File: config.mk
export PLATFORM = sky130hd
export DESIGN_NAME = input_conditioner
export DESIGN_NICKNAME = d
export VERILOG_FILES = /design/src/rtl/input_cond_pkg.sv /design/src/rtl/debounce_channel.sv /design/src/rtl/input_conditioner.sv
export SDC_FILE = /design/constraint.sdc
export NUM_CORES = 1
export LEC_CHECK = 0
export ABC_AREA = 1
export BUFFER_PORTS_ARGS = -buffer_cell sky130_fd_sc_hd__buf_2
export CAP_MARGIN = 20
export CORE_MARGIN = 5
export CORE_UTILIZATION = 65
export CTS_CLUSTER_DIAMETER = 100
export DETAILED_ROUTE_END_ITERATION = 8
export PLACE_DENSITY = 0.83
export SYNTH_ARGS = -nofsm -noshare
export SYNTH_HDL_FRONTEND = slang
export SYNTH_SLANG_ARGS = --single-unit
export TNS_END_PERCENT = 1
File: constraint.sdc
create_clock -name clk -period 2.14 [get_ports clk]
set_input_delay 0.428 -clock clk [delete_from_list [all_inputs] [get_ports clk]]
set_output_delay 0.428 -clock clk [all_outputs]
set_load 0.02 [all_outputs]
File: src/rtl/input_cond_pkg.sv
// Shared types and default constants for the two-channel button/switch input conditioner.
// Latency: n/a (types only).
// Backpressure: n/a.
package input_cond_pkg;

    localparam int DB_CYCLES_DEFAULT = 1000000;
    localparam int CNT_W_DEFAULT     = 20;

    typedef enum logic [1:0] {
        IDLE_LO = 2'd0,
        WAIT_HI = 2'd1,
        IDLE_HI = 2'd2,
        WAIT_LO = 2'd3
    } db_state_e;

endpackage

File: src/rtl/debounce_channel.sv
// One debounce channel: 2-flop synchronizer, stability FSM/counter, optional rise pulse (INPUT_COND_EDGE_EN).
// Latency: clean follows a held raw level DB_CYCLES+1 edges after the edge that first samples it.
// Backpressure: none; free-running, one sample per clock.
module debounce_channel
    import input_cond_pkg::*;
#(
    parameter int DB_CYCLES = DB_CYCLES_DEFAULT,
    parameter int CNT_W     = CNT_W_DEFAULT
) (
    input  logic clk,
    input  logic rst_n,
    input  logic raw,
    output logic clean
`ifdef INPUT_COND_EDGE_EN
    ,
    output logic rise
`endif
);

    localparam logic [CNT_W-1:0] CNT_MAX = CNT_W'(DB_CYCLES - 1);
    localparam logic [CNT_W-1:0] CNT_ONE = CNT_W'(1);

    logic             s1_q, s1_d;
    logic             s2_q, s2_d;
    logic             clean_q, clean_d;
    db_state_e        state_q, state_d;
    logic [CNT_W-1:0] cnt_q, cnt_d;
    logic             differ;
`ifdef INPUT_COND_EDGE_EN
    logic             rise_q, rise_d;
`endif

    always_comb begin
        s1_d    = raw;
        s2_d    = s1_q;
        state_d = state_q;
        cnt_d   = cnt_q;
        clean_d = clean_q;
`ifdef INPUT_COND_EDGE_EN
        rise_d  = 1'b0;
`endif
        differ  = (s2_q != clean_q);

        unique case (state_q)
            IDLE_LO, IDLE_HI: begin
                if (differ) begin
                    state_d = (state_q == IDLE_LO) ? WAIT_HI : WAIT_LO;
                    cnt_d   = CNT_ONE;
                end else begin
                    cnt_d   = '0;
                end
            end
            WAIT_HI, WAIT_LO: begin
                if (!differ) begin
                    // Input fell back before the window closed: drop it silently.
                    state_d = (state_q == WAIT_HI) ? IDLE_LO : IDLE_HI;
                    cnt_d   = '0;
                end else if (cnt_q == CNT_MAX) begin
                    state_d = (state_q == WAIT_HI) ? IDLE_HI : IDLE_LO;
                    cnt_d   = '0;
                    clean_d = ~clean_q;
`ifdef INPUT_COND_EDGE_EN
                    rise_d  = (state_q == WAIT_HI);
`endif
                end else begin
                    cnt_d   = cnt_q + CNT_ONE;
                end
            end
            default: begin
                state_d = IDLE_LO;
                cnt_d   = '0;
            end
        endcase
    end

    always_ff @(posedge clk or negedge rst_n) begin
        if (!rst_n) begin
            s1_q    <= 1'b0;
            s2_q    <= 1'b0;
            clean_q <= 1'b0;
            state_q <= IDLE_LO;
            cnt_q   <= '0;
`ifdef INPUT_COND_EDGE_EN
            rise_q  <= 1'b0;
`endif
        end else begin
            s1_q    <= s1_d;
            s2_q    <= s2_d;
            clean_q <= clean_d;
            state_q <= state_d;
            cnt_q   <= cnt_d;
`ifdef INPUT_COND_EDGE_EN
            rise_q  <= rise_d;
`endif
        end
    end

    assign clean = clean_q;
`ifdef INPUT_COND_EDGE_EN
    assign rise  = rise_q;
`endif

endmodule

File: src/rtl/input_conditioner.sv
// Two independent debounced button/switch channels feeding the downstream OR-gate stage (d, e); rise pulses with INPUT_COND_EDGE_EN.
// Latency: btn_clean changes DB_CYCLES+1 edges after the edge that first samples a held new level.
// Backpressure: none; outputs are registered levels/pulses.
module input_conditioner
    import input_cond_pkg::*;
#(
    parameter int DB_CYCLES = DB_CYCLES_DEFAULT,
    parameter int CNT_W     = CNT_W_DEFAULT
) (
    input  logic       clk,
    input  logic       rst_n,
    input  logic [1:0] btn_raw,
    output logic [1:0] btn_clean
`ifdef INPUT_COND_EDGE_EN
    ,
    output logic [1:0] btn_rise
`endif
);

    debounce_channel #(
        .DB_CYCLES (DB_CYCLES),
        .CNT_W     (CNT_W)
    ) u_ch0 (
        .clk   (clk),
        .rst_n (rst_n),
        .raw   (btn_raw[0]),
        .clean (btn_clean[0])
`ifdef INPUT_COND_EDGE_EN
        ,
        .rise  (btn_rise[0])
`endif
    );

    debounce_channel #(
        .DB_CYCLES (DB_CYCLES),
        .CNT_W     (CNT_W)
    ) u_ch1 (
        .clk   (clk),
        .rst_n (rst_n),
        .raw   (btn_raw[1]),
        .clean (btn_clean[1])
`ifdef INPUT_COND_EDGE_EN
        ,
        .rise  (btn_rise[1])
`endif
    );

endmodule

==> metrics.md <==
| Metric | Value |
|---|---|
| Buffers added on ports | 5 |
| CTS tree | done |
| Ant diodes | 0 |
| Distinct cells, synth | 25 |
| TritonCTS Sinks | 48 |
| CP arrival | roughly 1.9 ns |
| Core box area | 0.00374 sq mm |
| DRC Markers | 0 |
| Met3 Usage GRT | 0.0358 |
| Part of the cycle the worst path needs | 0.796 |
| Via-per-instance ratio | 5.29 |
| Final Max Tran Viols | 0 |
| Clock Path Buffers | 2 |
| DPL Wire Length | approximately 3600 microns |
| Most common cell after layout, fill and taps aside | nor2_1 |
| Largest net degree at the start of global routing | between 40 and 50 |
| PD cells | 582 mW/mm^2 |
| Clk_lat worst skew | 0.31 ns |
| Overall power | 1590 uW |
| Wirelength per Cell | 12.4 microns |
| CTS resizes | 0 |
| CP max FO | 16 |
| Slew @ Worst Pin | 0.591 ns |
| Initial antenna violation count | 0 |
| Die Y | roughly 73 microns |
| Die W | about 73 microns |
| Fin crit period | approximately 1.7 ns |
| Synth Net Count | 355 |
| Vias in the first global route | between 2,000 and 2,500 |
| Met2 usage | 0.345 |
| Number of synthesized register bits | 48 |
| Reg clk slew, reported paths | 0.09 ns |
| Setup Skew | 0.0140 ns |
| Setup tns final | 0 ns |
| Fillers | roughly 330 |
| Unrepaired setup endpoints after global routing | no |
| Mapped Cells | 349 |
| CTS buffer count | 5 |
| Overall Global Routing Usage | 0.227 |
| Via Count | 2,155 |
| Rel. slew slack | 0.606 |
| GR peak layer | met2 |
| Setup crit end kind | register |
| Most frequent cells in the layout | nor2_1, nand2_1, dfrtp_1, inv_1, nand3_1 |
| Layout area overhead | 5.73% |
| Syn Area/Cell | 7.39 sq um |
| Post-CTS setup buffers | 0 |
| FMAX | just under 600 MHz |
| Post-DRT Antenna Nets | 0 |
| Met1 Track Usage GR | 0.327 |
| First-pass GRT wire length | 9530 microns |
| LEAKAGE | 0.00123 uW |
| Number of max-cap violations | 0 |
| CP Data Required Time | 2.34 ns |
| Finished Cell Area | 0.00273 sq mm |
| GP Congestion | about 0.85 |
| Gr ovfl total | 0 |
| Layout cells sized above 1 | 0.0808 |
| Die area | 0.00533 sq mm |
| DRT iter0 DRCs | a little over 200 |
| Hold Fails Final Rpt | 0 |
| # setup viols final | 0 |
| Final Core Density | 0.728 |
| Maximum vdd ir drop | 0.522 mV |
| Drt pass-1 iters | 4 |
| DP Area | 0.00263 sq mm |
| WS Path Type | reg2reg |
| Netlist Area Pre-Place | approximately 0.0026 sq mm |
| Seq/Total Area, Yosys | 0.466 |
| CP startpoint kind | register |
| YS warnings | 0 |
| I/O pin cnt | 6 |
| Root Driver | clkbuf_8 |
| Hold crit path type | in2async |
| Status | finished, final reports clean |
| Hold Buf Count CTS | 0 |
| Rows | 22 |
| # H-tree levels | 2 |
| Routed wire length | just over 5000 microns |
| Initial Utilization | 0.689 |
| Nets | around 360 |
[worst paths after layout]
kind	from	end	cells after the start	slack [ns]
max	u_ch0.cnt_q[0]	u_ch0.cnt_q[14]	10	0.44
max in group asynchronous	rst_n	u_ch0.cnt_q[8]	2	1.53
min reg2reg	u_ch1.s1_q	u_ch1.s2_q	0	0.36
min	rst_n	u_ch1.cnt_q[11]	2	0.19
min in group clk	btn_raw[1]	u_ch1.s1_q	1	0.23
max reg2reg	u_ch0.cnt_q[0]	u_ch0.cnt_q[14]	10	0.44
[power by group]
part | internal [uW] | switching, uW
Sequential | 926 | 14.0
Combinational | 22.6 | 65.5
Clock | 258 | 300
[kinds of logic (layout without fill, tap and decap cells)]
kind of cell               Yosys count  count (layout)  share of synthesized area
buffers and inverters               47              57                     0.0771
and+or+nand+nor                    223             223                      0.368
DFF                                 48              48                      0.466
AOI/OAI and AO/OA                   14              14                     0.0281
xor gates and xnor gates            15              15                     0.0509
adders and majority gates            2               2                    0.00970
[flip-flops by register name, summed over array words and instances, names as in the netlist]
signal         flops
u_ch1.clean        1
u_ch0.cnt_q       20
u_ch0.clean        1
u_ch1.cnt_q       20
u_ch0.state_q      1
u_ch1.s2_q         1
u_ch1.state_q      1
u_ch0.s2_q         1
u_ch1.s1_q         1
u_ch0.s1_q         1
[routing by layer]
metal  vias up  part of all wire
li1       1089                 -
met1      1005              0.47
met2        54              0.46
met3         7             0.054
met4         0             0.012
met5         -                 0
[synth_stat cells (all sizes together)]
master	instances	area share
nor3	12	0.030
dfrtp	48	0.47
nor2	93	0.14
inv	43	0.063
o211ai	1	0.0029
buf	4	0.015
nand4	5	0.012
nor2b	1	0.0024
nand3	20	0.043
xnor2	4	0.014
o21ai	5	0.0097
xor2	11	0.037
nand2	89	0.14
nand3b	1	0.0029
a21oi	8	0.016
or2	2	0.0049
ha	2	0.0097
[final cells by class]
| cell class | count | area, sq um | area share |
|---|---|---|---|
| sequential | 48 | 1200 | 0.441 |
| clock inverter | 2 | 10.0 | 0.00367 |
| timing repair buffer | 6 | 32.5 | 0.0119 |
| inverter | 43 | 161 | 0.0592 |
| clock buffer | 6 | 82.6 | 0.0303 |
| tap | 48 | 60.1 | 0.0220 |
| multi-input combinational | 254 | 1180 | 0.432 |
[stage by stage]
step	std cells	setup slack, ns	hold WS, ns
finish	407	0.437	0.194
global route	407	0.183	0.216
CTS	407	0.456	0.222
detailed placement	399	0.463	0.339
global placement	399	0.523	0.332
floorplan	349	0.800	0.132
[worst max-delay path, stage by stage (launching register included)]
cell	delay, ns
dfrtp_1	0.37
ha_1	0.17
nand2_1	0.08
nor2_1	0.14
nand2_1	0.09
inv_2	0.09
nand3_2	0.07
nand2_2	0.26
inv_1	0.18
nand2_1	0.09
nor2_1	0.04
Note: power is estimated with default switching activity, not from simulation.
